--- src/rtl/shift_unit_n_if.sv ---
// Request/response bundle for the shared multi-mode shifter: the controller
// drives the operation fields, the shifter returns data and busy/done.
interface shift_unit_n_if #(
    parameter int WIDTH = 8,
    parameter int AMT_W = 3
) ();
    logic             start;
    logic [2:0]       op;
    logic [AMT_W-1:0] amt;
    logic [WIDTH-1:0] d_in;
    logic             s_in;
    logic [WIDTH-1:0] q;
    logic             s_out;
    logic             busy;
    logic             done;

    modport master (
        output start, op, amt, d_in, s_in,
        input  q, s_out, busy, done
    );

    modport slave (
        input  start, op, amt, d_in, s_in,
        output q, s_out, busy, done
    );
endinterface

--- src/rtl/shift_unit_n.sv ---
// Multi-mode shifter: loads a word and applies LSL/LSR/ASR/ROL/ROR one
// bit per clock for a programmable number of steps, with busy/done.
module shift_unit_n #(
    parameter int WIDTH = 8,
    parameter int AMT_W = 3
) (
    input  logic          clk,
    input  logic          reset_n,
    shift_unit_n_if.slave bus
);
    typedef enum logic [0:0] {
        ST_IDLE  = 1'b0,
        ST_SHIFT = 1'b1
    } state_t;

    localparam logic [2:0]       OP_LSL   = 3'b000;
    localparam logic [2:0]       OP_LSR   = 3'b001;
    localparam logic [2:0]       OP_ASR   = 3'b010;
    localparam logic [2:0]       OP_ROL   = 3'b011;
    localparam logic [2:0]       OP_ROR   = 3'b100;
    localparam logic [AMT_W-1:0] CNT_ZERO = {AMT_W{1'b0}};
    localparam logic [AMT_W-1:0] CNT_ONE  = {{(AMT_W-1){1'b0}}, 1'b1};

    // One single-bit step; returns {bit shifted out, new word}. Reserved
    // codes return the word and previous serial bit untouched.
    function automatic logic [WIDTH:0] step_f(
        input logic [2:0]       f_op,
        input logic [WIDTH-1:0] f_q,
        input logic             f_s_in,
        input logic             f_s_prev
    );
        logic [WIDTH:0] res;
        case (f_op)
            OP_LSL:  res = {f_q[WIDTH-1], f_q[WIDTH-2:0], f_s_in};
            OP_LSR:  res = {f_q[0], f_s_in, f_q[WIDTH-1:1]};
            OP_ASR:  res = {f_q[0], f_q[WIDTH-1], f_q[WIDTH-1:1]};
            OP_ROL:  res = {f_q[WIDTH-1], f_q[WIDTH-2:0], f_q[WIDTH-1]};
            OP_ROR:  res = {f_q[0], f_q[0], f_q[WIDTH-1:1]};
            default: res = {f_s_prev, f_q};
        endcase
        return res;
    endfunction

    state_t           r_state;
    state_t           w_state_nxt;
    logic [WIDTH-1:0] r_q;
    logic [WIDTH-1:0] w_q_nxt;
    logic             r_s_out;
    logic             w_s_out_nxt;
    logic [AMT_W-1:0] r_count;
    logic [AMT_W-1:0] w_count_nxt;
    logic [2:0]       r_op;
    logic [2:0]       w_op_nxt;
    logic             r_busy;
    logic             w_busy_nxt;
    logic             r_done;
    logic             w_done_nxt;
    logic [WIDTH:0]   w_step;

    assign w_step = step_f(r_op, r_q, bus.s_in, r_s_out);

    // State register.
    always_ff @(posedge clk or negedge reset_n) begin
        if (!reset_n) begin
            r_state <= ST_IDLE;
        end else begin
            r_state <= w_state_nxt;
        end
    end

    // Next-state logic: a count of 0 or 1 means this SHIFT cycle is the last.
    always_comb begin
        w_state_nxt = r_state;
        case (r_state)
            ST_IDLE: begin
                if (bus.start) begin
                    w_state_nxt = ST_SHIFT;
                end else begin
                    w_state_nxt = ST_IDLE;
                end
            end
            ST_SHIFT: begin
                if ((r_count == CNT_ZERO) || (r_count == CNT_ONE)) begin
                    w_state_nxt = ST_IDLE;
                end else begin
                    w_state_nxt = ST_SHIFT;
                end
            end
            default: w_state_nxt = ST_IDLE;
        endcase
    end

    // Output/datapath next values; done defaults low so it pulses for one cycle.
    always_comb begin
        w_q_nxt     = r_q;
        w_s_out_nxt = r_s_out;
        w_count_nxt = r_count;
        w_op_nxt    = r_op;
        w_busy_nxt  = r_busy;
        w_done_nxt  = 1'b0;
        case (r_state)
            ST_IDLE: begin
                if (bus.start) begin
                    w_q_nxt     = bus.d_in;
                    w_op_nxt    = bus.op;
                    w_count_nxt = bus.amt;
                    w_busy_nxt  = 1'b1;
                end else begin
                    w_busy_nxt  = 1'b0;
                end
            end
            ST_SHIFT: begin
                if (r_count == CNT_ZERO) begin
                    w_busy_nxt = 1'b0;
                    w_done_nxt = 1'b1;
                end else begin
                    {w_s_out_nxt, w_q_nxt} = w_step;
                    w_count_nxt            = r_count - CNT_ONE;
                    if (r_count == CNT_ONE) begin
                        w_busy_nxt = 1'b0;
                        w_done_nxt = 1'b1;
                    end else begin
                        w_busy_nxt = 1'b1;
                    end
                end
            end
            default: begin
                w_busy_nxt = 1'b0;
            end
        endcase
    end

    // Datapath and handshake registers.
    always_ff @(posedge clk or negedge reset_n) begin
        if (!reset_n) begin
            r_q     <= {WIDTH{1'b0}};
            r_s_out <= 1'b0;
            r_count <= CNT_ZERO;
            r_op    <= 3'b000;
            r_busy  <= 1'b0;
            r_done  <= 1'b0;
        end else begin
            r_q     <= w_q_nxt;
            r_s_out <= w_s_out_nxt;
            r_count <= w_count_nxt;
            r_op    <= w_op_nxt;
            r_busy  <= w_busy_nxt;
            r_done  <= w_done_nxt;
        end
    end

    assign bus.q     = r_q;
    assign bus.s_out = r_s_out;
    assign bus.busy  = r_busy;
    assign bus.done  = r_done;
endmodule

--- src/flat_wrapper.sv ---
// flat-port wrapper written by rule: the top's interface ports become plain ports
module shift_unit_n_flat 
#(
    parameter int WIDTH = 8,
    parameter int AMT_W = 3
)
  (clk, reset_n, bus_start, bus_op, bus_amt, bus_d_in, bus_s_in, bus_q, bus_s_out, bus_busy, bus_done);
  shift_unit_n_if #(.WIDTH(WIDTH), .AMT_W(AMT_W)) bus_i ();
  input  logic clk;
  input  logic reset_n;
  input wire logic [$bits(bus_i.start)-1:0] bus_start;
  input wire logic [$bits(bus_i.op)-1:0] bus_op;
  input wire logic [$bits(bus_i.amt)-1:0] bus_amt;
  input wire logic [$bits(bus_i.d_in)-1:0] bus_d_in;
  input wire logic [$bits(bus_i.s_in)-1:0] bus_s_in;
  output wire logic [$bits(bus_i.q)-1:0] bus_q;
  output wire logic [$bits(bus_i.s_out)-1:0] bus_s_out;
  output wire logic [$bits(bus_i.busy)-1:0] bus_busy;
  output wire logic [$bits(bus_i.done)-1:0] bus_done;
  assign bus_i.start = bus_start;
  assign bus_i.op = bus_op;
  assign bus_i.amt = bus_amt;
  assign bus_i.d_in = bus_d_in;
  assign bus_i.s_in = bus_s_in;
  assign bus_q = bus_i.q;
  assign bus_s_out = bus_i.s_out;
  assign bus_busy = bus_i.busy;
  assign bus_done = bus_i.done;
  shift_unit_n #(.WIDTH(WIDTH), .AMT_W(AMT_W)) u_core (.clk(clk), .reset_n(reset_n), .bus(bus_i));
endmodule
--- config.mk ---
export PLATFORM = sky130hd
export DESIGN_NAME = shift_unit_n_flat
export DESIGN_NICKNAME = d
export VERILOG_FILES = /design/src/rtl/shift_unit_n_if.sv /design/src/rtl/shift_unit_n.sv /design/src/flat_wrapper.sv
export SDC_FILE = /design/constraint.sdc
export NUM_CORES = 1
export LEC_CHECK = 0
export ABC_AREA = 1
export CAP_MARGIN = 0
export CORE_MARGIN = 5
export CORE_UTILIZATION = 47
export DETAILED_ROUTE_END_ITERATION = 12
export GPL_ROUTABILITY_DRIVEN = 1
export PLACE_DENSITY = 0.78
export SLEW_MARGIN = 20
export SYNTH_ARGS = -nofsm -noshare
export SYNTH_HDL_FRONTEND = slang
export SYNTH_SLANG_ARGS = --single-unit
--- constraint.sdc ---
create_clock -name clk -period 1.7 [get_ports clk]
set_input_delay 0.255 -clock clk [delete_from_list [all_inputs] [get_ports clk]]
set_output_delay 0.255 -clock clk [all_outputs]
set_load 0.02 [all_outputs]
==> out/results.txt, run 1 <==
The run finished with clean final reports. For this run, the leading register cell type out of synthesis is dfrtp_1. For the worst-skew pair, the clock arrives at the later sink with an insertion delay of 290 ps.

The total clock buffers created by CTS was 3; the synthesized area per cell was 7.44 µm². The startpoint of the most critical register-to-register path is u_core.r_count[0]. Post-CTS timing repair inserted 0 buffers for setup. Pin placement for this block handled 29 I/O pins. The floorplan step defined a die boundary enclosing 0.00329 mm². The number of synthesized flops with an enable pin was 0; the maximum ir drop on the vdd rail was 1.03 mV. The largest net degree at the start of global routing was 18.

Initial standard-cell utilization of the core: 48.7%. The longest clock path from root to sink contains 2 buffers. Synthesis produced a netlist with a net count of 163. The share of async-settable or async-resettable flops after synthesis was 100%; the critical path's largest stage delay was 640 ps. For the global-route track usage on met3, the log shows 2.26%. Power spread over the standard cell area amounts to 2140 mW/mm².

For this run, the detailed router's first-pass iteration total came to 4. After synthesis, flip-flops and latches occupy 40.3% of the total area. In the final timing run, aggregate negative setup slack is 0 ps. Max-cap violations in this run came to 0. The path class of the tightest hold or removal check is primary input to asynchronous set/reset pin.

The post-route netlist has 10.4% of its cells at a drive strength greater than 1. Counting every sink on the clock net gives 17. The worst path needs 1630 ps of the cycle, external delays included. The logs give 0 for the initial antenna violation count and 4.60 mm for the first-pass GRT wire length. The final-report max-slew violation count was 0. At the pin with the least slew margin, the transition time is 318 ps. STA classifies the critical path endpoint as an output port. The residual antenna-violating net count after detailed routing was 0. Routability-driven placement finished with a final weighted congestion of 0.783. The net count of the finished layout is 195.

STA classifies the critical path startpoint as a register. For the number of global-route vias before repair, the log shows 1074. TritonCTS built the clock tree.

The worst-path cell with the longest stage delay was clkdlybuf4s50_1. The die boundary height works out to 57.4 µm. The logic depth of the worst register-to-register path was 8. The floorplan has 17 rows. Of the post-synthesis cell area, the dominant cell type holds 40.3%.

Synthesis instantiated 22 different standard cells from the library. After layout, the worst path uses 95.8% of the clock period. Sorting the synthesized cells by how often they occur yields 44 x nand2_1, 21 x nor2_1, 17 x dfrtp_1, 17 x nand3_1, 8 x o21ai_0.

Synthesis inferred 17 register bits. The headroom to the max-slew limit was 78.8%. For the worst-case clock skew, the log shows 0.805 ps. The tools report the clock root buffer as clkbuf_4. The clock-pin slew on the worst setup and hold paths is 100 ps, and the floorplan core area is 0.00217 mm². The worst endpoint data arrival time is 1370 ps, and the number of buffers added on ports is 28. In the routed layout, each cell is associated on average with a via count of 5.19.

For this block, the initial DRC count from the detailed router was 23. For the final hold violation count, the log shows 0. The post-layout instance count excluding filler cells is 201, and the minimum setup slack among reg-to-reg paths is 190 ps.

Routing usage on met2: 29.0%. In the routed design, unresolved DRC markers number 0. For this design, the CTS-stage hold fixing added 0 buffers. The combined buffer and inverter count along the critical path is 1. In this run the most used layer during global routing was met2.

For this block, the via count after detailed routing is 1044. The growth of design area from synthesis to finish is 31.4%. Traced cell by cell, the critical path runs through clkdlybuf4s50_1. The die is 57.4 µm wide.

The wire length per cell after detailed routing works out to 12.6 µm. By area the synthesized netlist is led by dfrtp_1 40%, nand2_1 16%, nand3_1 8.1%. In the global route stage, overall resource usage came out at 17.1%. The run gives 0.667 nW as the leakage dissipation. The placed instance count was 197; the met1 track demand over resource was 22.4%.

Based on the critical path, the design can be clocked at up to 0.614 GHz. Maximum level of the CTS H-tree: 1. STA puts the critical path data required time at 1440 ps. Setup repair after global routing left no endpoint under its margin. Destination of the worst register-to-register timing path: u_core.bus.q[0]. 0 antenna diodes ended up in the layout. Final wirelength: 2.54 mm. dfrtp_1 takes more of the synthesized area than any other cell. The largest fanout on the critical path is 5, and the post-detailed-placement half-perimeter wirelength is 1.88 mm. The count of warnings emitted by yosys was 0; the aggregate global routing overflow was 0.

The number of instances in the synthesized netlist came out at 142. In the post-synthesis netlist, the cell with the most instances is nand2_1. The mapped netlist covers 0.00106 mm². The worst setup path category was register to output port. The kind of cell with the highest combined delay along the critical path is buffers and inverters. For the final-report setup violation count, the log shows 0.
==> sequential cells by signal, indices dropped and copies added (netlist names) <==
| register | flops |
|---|---|
| u_core.r_count | 3 |
| u_core.bus.s_out | 1 |
| u_core.bus.done | 1 |
| u_core.bus.busy | 1 |
| u_core.bus.q | 8 |
| u_core.r_op | 3 |
==> worst max-delay path by stage <==
stage / startpoint / end / slack [ps] / cells after the start
global route: u_core.r_count[0] / u_core.bus.q[5] / 5 / 9
floorplan: u_core.r_count[0] / u_core.bus.q[5] / 380 / 10
detailed placement: bus_start / u_core.bus.q[0] / 150 / 6
global placement: bus_start / u_core.bus.q[0] / 230 / 6
finish: u_core.bus.q[0] / bus_q[0] / 70 / 1
CTS: u_core.bus.q[0] / bus_q[0] / 70 / 1
==> cell families after synthesis <==
logic type	share of synthesized area, %
XOR/XNOR	0.830
flip-flops	40.3
AO/OA/AOI/OAI	7.46
buffers and inverters	5.09
adder cells (fa/ha/maj)	3.55
AND/OR/NAND/NOR	40.6
multiplexers	2.13
==> metrics by stage <==
| stage | worst slack [ps] | cell area [µm²] | util (%) | hold WS [ps] | total power, mW |
|---|---|---|---|---|---|
| floorplan | 381 | 1060 | - | -40.6 | 2.20 |
| global placement | 227 | 1360 | 62.8 | 500 | 2.68 |
| detailed placement | 151 | 1360 | 62.8 | 521 | 2.74 |
| CTS | 68.2 | 1390 | 64.0 | 281 | 2.97 |
| global route | 4.54 | 1390 | 64.0 | 285 | 3.28 |
| finish | 70.9 | 1390 | 64.0 | 276 | 2.96 |
==> area by class of cell <==
| class | instances | area [µm²] |
|---|---|---|
| tap | 28 | 35.0 |
| multi-input combinational | 114 | 577 |
| inverter | 8 | 30.0 |
| sequential | 17 | 425 |
| timing repair buffer | 30 | 294 |
| fill | 216 | 782 |
| clock buffer | 4 | 26.3 |
==> metal layers <==
layer / vias to the layer above / wire [µm]
li1: 520 / -
met1: 494 / 1170
met2: 26 / 1240
met3: 4 / 94
met4: 0 / 34
met5: - / 0
==> repair_timing <==
item                                    in CTS  in global routing
endpoints found under the setup margin       1                  0
endpoints found under the hold margin        0                  0
resized for setup                            1                  0
==> power by group <==
| group | internal (mW) | switching (mW) | leakage [nW] | total (mW) |
|---|---|---|---|---|
| registers | 0.620 | 0.255 | 0.205 | 0.875 |
| logic | 0.737 | 1.13 | 0.447 | 1.87 |
| clock network | 0.0912 | 0.128 | 0.0150 | 0.220 |
| total | 1.45 | 1.51 | 0.667 | 2.96 |
==> worst register-to-register path, delay by kind of cell (launching register included) <==
kind	cells	cell delay [ps]
AO/OA/AOI/OAI	1	80
adder cells (fa/ha/maj)	1	210
buffers and inverters	1	80
flip-flops	1	380
AND/OR/NAND/NOR	5	670
==> layout by cell type (no fill, tap or decap) <==
master	instances
nand2_2	5
dfrtp_1	17
buf_4	2
o21ai_1	1
clkbuf_1	1
nand3_4	1
nand4_1	1
o211ai_1	1
clkbuf_4	3
nand2_1	44
nand3_1	17
nand2_4	2
ha_1	3
clkdlybuf4s50_1	27
a21oi_1	4
dlygate4sd2_1	1
o22ai_1	1
inv_2	1
nor2_4	2
o21ai_0	8
nor2_1	21
mux2_2	2
inv_1	7
xor2_1	1
No activity file was read; power rests on OpenSTA's default activity.
==> run 2, diff against run 1 <==
--- a/config.mk
+++ b/config.mk
@@ -7,11 +7,13 @@
 export LEC_CHECK = 0
 export ABC_AREA = 1
 export CAP_MARGIN = 0
+export CELL_PAD_IN_SITES_DETAIL_PLACEMENT = 1
+export CELL_PAD_IN_SITES_GLOBAL_PLACEMENT = 1
 export CORE_MARGIN = 5
-export CORE_UTILIZATION = 47
+export CORE_UTILIZATION = 33
 export DETAILED_ROUTE_END_ITERATION = 12
 export GPL_ROUTABILITY_DRIVEN = 1
-export PLACE_DENSITY = 0.78
+export PLACE_DENSITY = 0.77
 export SLEW_MARGIN = 20
 export SYNTH_ARGS = -nofsm -noshare
 export SYNTH_HDL_FRONTEND = slang
==> run 2 against run 1 <==
  * Register-to-register slack gained 40 ps
  * Setup slack gained 16 ps
  * Clock-buffer cell count is the same
  * Sequential power shrank 1%
  * Clock power shrank 4%
  * Critical path depth is the same
  * Non-clock buffer count grew 1
  * Largest power group unchanged
  * Routed wire length grew 11%
  * Fmax grew 0.97%
  * Highest routed layer unchanged
==> out/results.txt, run 2 (same netlist as run 1, synthesis figures left out) <==
The flow ran to the end, and the final reports show no timing, DRC or antenna violations. Most common cell after layout, fill and taps aside: nand2_1. STA classifies the critical path endpoint as an output port. The flip-flop count of the largest register after layout is 8 (unchanged). The worst setup path is of the register to output port kind. Buffers inserted during post-CTS setup optimization: 0 (unchanged). For the first-pass GRT wire length, the log shows 4.94 mm (+7.5%). The tools report the worst setup slack after layout as 86.5 ps (+15.6 ps).

The worst-case clock skew came out at 2.74 ps (+1.93 ps). The critical path's largest stage delay was 630 ps (about the same); the combined buffer and inverter count along the critical path was 1 (unchanged). Post-placement setup slack: 156 ps (+5.62 ps). Final wirelength: 2.82 mm (+11%). The width of the die was 66.6 µm (+16%). STA classifies the critical path startpoint as a register. The starting DRC count in detailed routing is 62 (+170%), and the ratio of cells with drive above 1 in the final layout is 10.9% (+0.51 points).

The leakage dissipation was 0.673 nW (+0.92%); the maximum root-to-sink buffer count was 2 (unchanged). The tools report the initial antenna violation count as 0 (unchanged). For the combined area of the multi-input logic cells, the log shows 582 µm² (+0.87%). The worst endpoint required time came out at 1440 ps (about the same). Number of global-route vias before repair: 1097 (+2.1%). The tools report the headroom to the max-slew limit as 77.9% (-0.89 points). The tools report the final-report max-slew violation count as 0 (unchanged).

For the final-report setup violation count, the log shows 0 (unchanged). From synthesis to final layout, the design area changed by 34.6%. The final routed DRC violation total was 0 (unchanged); the count of clock tree sinks was 17 (unchanged). The actual transition at the worst max-transition pin is 332 ps (+13.4 ps). The met1 track demand over resource was 18.7% (-3.7 points).

For the global-route usage over all layers, the log shows 14.5% (-2.6 points). The die boundary height came out at 66.6 µm (+16%). The residual antenna-violating net count after detailed routing was 0 (unchanged). The kind of cell adding the most delay to the critical path is buffers and inverters. The antenna diode count is 0 (unchanged).

In this run the clock root is driven by a clkbuf_4. The clock-pin slew on the worst setup and hold paths was 100 ps (about the same). The logs give 1360 ps (about the same) for the worst endpoint data arrival time and 0 (unchanged) for the aggregate global routing overflow.

The number of max-capacitance violations reported was 0 (unchanged). The number of buffers added on ports was 28 (unchanged); the area occupied by registers was 425 µm² (unchanged). The tools report the maximum clock frequency as 0.620 GHz (+0.97%).

The largest net degree at the start of global routing is 18 (unchanged). Walking the worst path, the cells encountered are clkdlybuf4s50_1. Largest fanout on the critical path: 5 (unchanged). The final setup TNS came out at 0 ps (unchanged). Setup repair after global routing left no endpoint under its margin.

The cts-stage hold buffer count is 0 (unchanged), and the global-route track usage on met3 is 1.69% (-0.58 points). The tools report the die outline area as 0.00443 mm² (+35%). The worst hold path belongs to the class primary input to asynchronous set/reset pin. The post-detailed-placement half-perimeter wirelength was 2.25 mm (+20%); the minimum clock period was 1610 ps (-15.6 ps). The tools report the latest clock arrival within the worst-skew pair as 280 ps (about the same). The tools report the number of standard-cell rows in the floorplan as 20 (+3).

For the floorplan core area, the log shows 0.00305 mm² (+41%). The total power was 3.02 mW (+2.1%). On the critical path, the stage with the largest delay is an instance of clkdlybuf4s50_1. The run gives 395 (+83%) as the layout filler cell count. The tools report the initial standard-cell utilization of the core as 34.6% (-14 points). The run gives 29 (unchanged) as the I/O pin total. The last weighted congestion value of the routability-driven placer was 0.768 (-1.9%).

In the layout the commonest cells are 44 x nand2_1, 28 x clkdlybuf4s50_1, 21 x nor2_1. The minimum setup slack among reg-to-reg paths was 230 ps (+40 ps); the wire length per cell after detailed routing was 12.9 µm (+2.3%). The via count was 1030 (-1.3%). The power density relative to cell area is 2130 mW/mm² (-0.36%), and the post-layout net count is 196 (+0.51%).

The run gives 3 (unchanged) as the total clock buffers created by CTS. TritonCTS built the clock tree. The number of iterations in the first detailed-routing pass is 4 (unchanged). The most heavily used metal layer in global routing is met2. Final hold violation count: 0 (unchanged). The routing usage on met2 was 24.6% (-4.4 points); the share of the clock period used by the worst path was 94.9% (-0.92 points). The run gives 1 (unchanged) as the maximum level of the CTS H-tree. The maximum ir drop on the vdd rail came out at 0.724 mV (-30%).

Average vias per placed instance: 4.72 (-9.0%).
==> run 2: repair_timing <==
| item | in CTS | in global routing |
|---|---|---|
| setup endpoints to repair | 0 | 1 |
| gates resized for setup | 0 | 1 |
| hold endpoints to repair | 0 | 0 |
==> run 2: worst paths after layout <==
| check | to | depth (start not counted) | from |
|---|---|---|---|
| max | bus_q[7] | 1 | u_core.bus.q[7] |
| min | u_core.bus.q[5] | 2 | reset_n |
| max reg2reg | u_core.bus.q[2] | 9 | u_core.r_count[0] |
| min reg2reg | u_core.bus.q[2] | 2 | u_core.bus.q[2] |
| max in group asynchronous | u_core.r_op[0] | 2 | reset_n |
| min in group clk | u_core.r_op[2] | 3 | bus_op[2] |
==> run 2: per-layer routing <==
layer  wire (µm)  share of wire [%]  vias up
met1        1340                 48      492
met5           0                  0        -
met3          60                2.1        2
li1            -                  -      524
met2        1390                 49       12
met4          27               0.96        0
==> run 2: layout make-up <==
cell class | count | share of cell area [%]
clock buffer | 4 | 1.85
timing repair buffer | 31 | 21.3
multi-input combinational | 114 | 40.9
sequential | 17 | 29.9
tap | 44 | 3.87
inverter | 8 | 2.11
==> run 2: stage by stage <==
step / instances / area [µm²] / hold slack [ps] / util, %
after floorplan: 142 / 1060 / -40.6 / -
after global placement: 214 / 1390 / 508 / 45.5
after detailed placement: 214 / 1390 / 542 / 45.5
after CTS: 218 / 1420 / 285 / 46.4
after global routing: 218 / 1420 / 308 / 46.6
final: 218 / 1420 / 292 / 46.6
==> run 2: report_power, final <==
part | leakage [nW] | internal (mW) | switching, mW | total [mW]
Combinational | 0.453 | 0.771 | 1.18 | 1.95
Sequential | 0.205 | 0.621 | 0.244 | 0.865
Clock | 0.0150 | 0.0909 | 0.121 | 0.212
==> run 3, diff against run 2 <==
--- a/config.mk
+++ b/config.mk
@@ -10,10 +10,11 @@
 export CELL_PAD_IN_SITES_DETAIL_PLACEMENT = 1
 export CELL_PAD_IN_SITES_GLOBAL_PLACEMENT = 1
 export CORE_MARGIN = 5
-export CORE_UTILIZATION = 33
+export CORE_UTILIZATION = 36
 export DETAILED_ROUTE_END_ITERATION = 12
 export GPL_ROUTABILITY_DRIVEN = 1
-export PLACE_DENSITY = 0.77
+export HOLD_SLACK_MARGIN = 0.03
+export PLACE_DENSITY = 0.83
 export SLEW_MARGIN = 20
 export SYNTH_ARGS = -nofsm -noshare
 export SYNTH_HDL_FRONTEND = slang
==> constraint.sdc (replaced) <==
create_clock -name clk -period 2 [get_ports clk]
set_input_delay 0.3 -clock clk [delete_from_list [all_inputs] [get_ports clk]]
set_output_delay 0.3 -clock clk [all_outputs]
set_load 0.02 [all_outputs]
==> run 3 against run 2 <==
  * Global-route usage up 1.8 points
  * Sequential cell count unchanged
  * Final cell count is 6.0% lower
  * Register-to-register slack improved by 230 ps
  * Die area down 7.1%
  * Critical path type unchanged
==> out/results.txt, run 3 (same netlist as run 1, synthesis figures left out) <==
The starting DRC count in detailed routing came out at 38 (-39%). The critical path starts at u_core.bus.busy. In this run the worst setup path terminates at bus_busy. The area occupied by registers was 425 µm² (unchanged); the die boundary height was 64.2 µm (-3.6%).

For the worst endpoint required time, the log shows 1700 ps (+260 ps). The clock-pin slew on the worst setup and hold paths works out to 110 ps (about the same). The maximum ir drop on the vdd rail is 0.950 mV (+31%). For this run, the top clock speed supported by timing is 0.549 GHz. The logic depth of the worst register-to-register path was 9 (unchanged).

The run gives 0 (unchanged) as the final hold violation count. In the layout the commonest cells are 44 x nand2_1, 28 x clkdlybuf4s50_1, 21 x nor2_1. The post-layout net count was 196 (unchanged). The run gives 0.00412 mm² (-7.1%) as the die outline area. The width of the die is 64.2 µm (-3.6%). TritonCTS built the clock tree. Actual transition at the worst max-transition pin: 324 ps (-7.35 ps). Critical path's largest stage delay: 690 ps (+60 ps). The total power is 2.62 mW (-14%). For the floorplan core area, the log shows 0.00278 mm² (-8.9%). For the total clock buffers created by CTS, the log shows 3 (unchanged). The critical path goes through clkdlybuf4s50_1. The initial standard-cell utilization of the core was 38.0% (+3.4 points). The last weighted congestion value of the routability-driven placer is 0.797 (+3.8%), and the count of clock tree sinks is 17 (unchanged). The tools report the post-detailed-placement half-perimeter wirelength as 2.47 mm (+9.8%).

The power density relative to cell area came out at 1870 mW/mm² (-12%). The worst register-to-register path ends at u_core.bus.q[5]. Setup repair after global routing left no endpoint under its margin.

The worst-case clock skew is 6.36 ps (+3.63 ps). The wire length per cell after detailed routing is 15.2 µm (+17%). The instance count on the critical path was 1 (unchanged); the antenna diode count was 0 (unchanged). The global-route usage over all layers is 16.3% (+1.8 points), and the combined area of the multi-input logic cells is 577 µm² (-0.86%).

The quantity of gates resized following cts was 0 (unchanged). The most common cell after layout, fill and taps aside was nand2_1. Combined buffer and inverter count along the critical path: 1 (unchanged).

The tools report the post-layout instance area as 0.00140 mm² (-1.4%). Cts-stage hold buffer count: 0 (unchanged). Grouping stages by cell kind, the critical path spends the most delay in buffers and inverters. For the number of standard-cell rows in the floorplan, the log shows 19 (-5.0%).

The final-report setup violation count was 0 (unchanged); the final wirelength was 3.11 mm (+10%). The tools report the sort of element at the start of the critical path as a register. The tools report the final routed DRC violation total as 0 (unchanged). The final-report max-slew violation count came out at 0 (unchanged).

The aggregate global routing overflow came out at 0 (unchanged). The run finished with clean final reports. Share of the core filled with cells: 50.4% (+3.8 points).

The area growth from synthesis to layout is 32.7%. The run gives 1520 ps (+160 ps) as the worst endpoint data arrival time. Type of the most critical hold path: primary input to asynchronous set/reset pin.

Largest fanout on the critical path: 9 (+4). The worst-path cell with the longest stage delay is clkdlybuf4s50_1. Number of buffers added on ports: 28 (unchanged).

The tools report the initial antenna violation count as 0 (unchanged). The tools report the headroom to the max-slew limit as 78.4% (+0.49 points). The latest clock arrival within the worst-skew pair was 300 ps (+20 ps); the average vias per placed instance was 5.15 (+8.9%). For the maximum level of the CTS H-tree, the log shows 1 (unchanged). Startpoint of the most critical register-to-register path: u_core.r_count[0]. The tools report the post-placement cell area as 0.00137 mm² (-1.2%).

The logs give 0 ps (unchanged) for the final setup TNS and 1202 (+9.6%) for the number of global-route vias before repair. The routed design could run at a clock period as short as 1820 ps. The leakage dissipation came out at 0.673 nW (about the same). The number of iterations in the first detailed-routing pass came out at 4 (unchanged). The tools report the first-pass GRT wire length as 5.38 mm (+8.9%).

The run gives 0 (unchanged) as the residual antenna-violating net count after detailed routing. Clock root buffer: clkbuf_4. The ratio of cells with drive above 1 in the final layout is 11.5% (+0.57 points), and the via count is 1055 (+2.4%).

The largest net degree at the start of global routing was 18 (unchanged); the layout filler cell count was 363 (-8.1%). The buffers inserted during post-CTS setup optimization was 0 (unchanged); the flip-flop count of the largest register after layout was 8 (unchanged). The tools report the number of max-capacitance violations reported as 0 (unchanged).

The minimum setup slack among reg-to-reg paths came out at 460 ps (+230 ps). After layout, the worst path uses 91.1% of the clock period. The critical path endpoint category was an output port. The tools report the maximum root-to-sink buffer count as 2 (unchanged).

I/O pin total: 29 (unchanged). The worst setup path category is register to output port.
[run 3: cell types whose count changed in the layout (fill, tap and decap cells not counted)]
cell and delta:
clkbuf_1 -1, clkinv_2 +1, nand2_2 +1, nand2_4 -1
[run 3: routing by layer]
layer / global-route usage [%] / up-vias / routed length [µm]
li1: - / 520 / -
met5: 0 / - / 0
met1: 19.0 / 510 / 1320
met4: 5.85 / 0 / 48
met2: 29.4 / 20 / 1630
met3: 2.98 / 5 / 115
[run 3: how the worst min path moves through the flow]
stage | to | slack, ps | cells after the start
4_1_cts | u_core.r_count[0] | 310 | 2
5_1_grt | u_core.bus.busy | 350 | 2
6_report | u_core.r_count[0] | 310 | 2
3_5_place_dp | u_core.bus.s_out | 520 | 2
3_3_place_gp | u_core.bus.s_out | 520 | 2
2_1_floorplan | u_core.bus.busy | 4 | 0
[run 3: cell type report]
type,count,area share (%)
multi-input cells,114,41.2
inverters,8,2.14
clock buffers,3,1.61
repair buffers,31,21.6
clock inverters,1,0.357
flip-flops and latches,17,30.4
well taps,31,2.77
[run 3: metrics by stage]
step	hold WS [ps]	instances	worst slack [ps]
finish	305	205	178
global route	355	205	123
CTS	311	205	171
detailed placement	523	201	390
global placement	518	201	467
floorplan	4.41	142	681
[run 3: report_power, final]
group / internal [mW] / switching, mW
Combinational: 0.650 / 1.01
Clock: 0.0747 / 0.119
Sequential: 0.527 / 0.232
==> RTL change (config.mk and constraints of run 2) <==
`AMT_W` is set to 3 in 3 places; all go to 6.
--- a/src/rtl/shift_unit_n_if.sv
+++ b/src/rtl/shift_unit_n_if.sv
@@ -4,3 +4,3 @@
     parameter int WIDTH = 8,
-    parameter int AMT_W = 3
+    parameter int AMT_W = 6
 ) ();
--- a/src/rtl/shift_unit_n.sv
+++ b/src/rtl/shift_unit_n.sv
@@ -4,3 +4,3 @@
     parameter int WIDTH = 8,
-    parameter int AMT_W = 3
+    parameter int AMT_W = 6
 ) (
--- a/src/flat_wrapper.sv
+++ b/src/flat_wrapper.sv
@@ -4,3 +4,3 @@
     parameter int WIDTH = 8,
-    parameter int AMT_W = 3
+    parameter int AMT_W = 6
 )
Ports: changed (resized bus_amt); port bits go from 29 to 32. The function was not compared with the original's and may differ.
==> RTL change against run 2 <==
First-iteration DRC count rose by 27%; via count rose by 29%; sequential cell count rose by 3; utilization fell by 2.3 points; largest cell class unchanged; fmax fell by 0.18%; die area rose by 22%; final area rose by 24%; total power rose by 11%; routed wire length rose by 29%; worst setup slack got worse by 0.0030 ns; area after synthesis rose by 26%; final cell count rose by 18%.
==> RTL change: results (changes against run 2) <==
[outcome]
status = finished, final reports clean

[pwr]
ir_drop_mv = 0.751  ; +3.7%
p_leak_nw = 0.806  ; +20%

[sta]
worst_slew_pin_slew_ns = 0.307  ; -0.0243 ns
clock_skew_ns = 0.000969  ; -0.00177 ns
period_share_pct = 95.1  ; +0.17 points

[worst_setup_path]
crit_path_max_fanout = 6  ; +1

[global_route]
grt_max_degree = 25  ; +7
met3_usage_pct = 3.15  ; +1.5 points
globalRouteMet2Util_pct = 25.9  ; +1.3 points
busiest_layer = met2
gr-usage-met1_pct = 18.8  ; +0.17 points
grt_pass1_vias = 1389  ; +27%
grtUsageTotal_pct = 15.0  ; +0.49 points
grt_pass1_wl_um = 6420  ; +30%

[route]
route.met3.wl_um = 131  ; +120%
wl_met1_um = 1640  ; +22%
wl_met2_um = 1830  ; +32%
first_iter_violations = 79  ; +27%
totalWireLength_um = 3630  ; +29%

[cts]
cts.reportedPaths.clkPinSlew_ns = 0.08  ; -0.02 ns
clk_latency_ns = 0.26  ; -0.02 ns
root_buffer = clkbuf_8

[synth]
synth_area_leaders = dfrtp_1, nand3_1, nand2_1, nor2_1, nand3_4
synthAdderAreaFrac_pct = 2.81  ; -0.74 points
ys_seq_area_share_pct = 37.5  ; -2.8 points
ys_types = 28  ; +27%
synth.area.mux_share_pct = 0  ; -2.1 points
synthXorXnorAreaFrac_pct = 0  ; -0.83 points
syn_nets = 198  ; +21%
synth_compound_area_share_pct = 9.28  ; +1.8 points
yosysTopAreaCell = dfrtp_1
synthTopCellsByCount = nand2_1, nand3_1, dfrtp_1, nor2_1, inv_1

[placed_design]
gp_congestion = 0.783  ; +1.9%
port_buffers = 31  ; +11%
dp_hpwl_um = 2820  ; +26%

[finish]
fillers = 490  ; +24%
layout-drive-gt1-share_pct = 15.5  ; +4.5 points
insertedDiodeCount = 0  ; unchanged
nNetsFinal = 232  ; +18%

## RTL change: changes by cell type after synthesis, moves of 3 or more
cell     before  now
nand3_1      17   34
or2_2         0    7
nand2_1      44   38
nor2_1       21   15
dfrtp_1      17   20
inv_1         7   10
nand4_1       1    4
## RTL change: final timing paths
check | from | end | slack [ns] | cells past startpoint
worst max-delay path | u_core.bus.q[1] | bus_q[1] | 0.08 | 1
worst min-delay path | reset_n | u_core.bus.s_out | 0.34 | 2
worst max register to register | u_core.r_count[0] | u_core.r_count[1] | 0.24 | 7
worst min register to register | u_core.bus.s_out | u_core.bus.s_out | 0.49 | 2
max in group asynchronous | reset_n | u_core.r_count[4] | 1.14 | 2
min in group clk | u_core.bus.s_out | u_core.bus.s_out | 0.49 | 2
## RTL change: cell families after synthesis
logic type	Yosys count
AO/OA/AOI/OAI	21
adder cells (fa/ha/maj)	3
buffers and inverters	18
flip-flops	20
AND/OR/NAND/NOR	112
## RTL change: cell type report
type	instances	area [µm²]	share of cell area (%)
clock buffer	4	55.1	3.13
tap	50	62.6	3.56
sequential	20	500	28.5
inverter	14	55.1	3.13
timing repair buffer	33	325	18.5
multi-input combinational	136	758	43.2
## RTL change: through the flow
stage          hold WS (ns)  std cells  setup WS (ns)  area [µm²]
4_1_cts               0.341        257         0.0639        1760
6_report              0.336        257         0.0836        1760
5_1_grt               0.364        257         0.0447        1760
3_5_place_dp          0.479        253          0.222        1700
2_1_floorplan       -0.0406        174          0.380        1340
3_3_place_gp          0.471        253          0.239        1700
## RTL change: where the power goes
| part | switching (mW) | internal, mW |
|---|---|---|
| clock network | 0.165 | 0.206 |
| registers | 0.269 | 0.711 |
| logic | 1.23 | 0.792 |
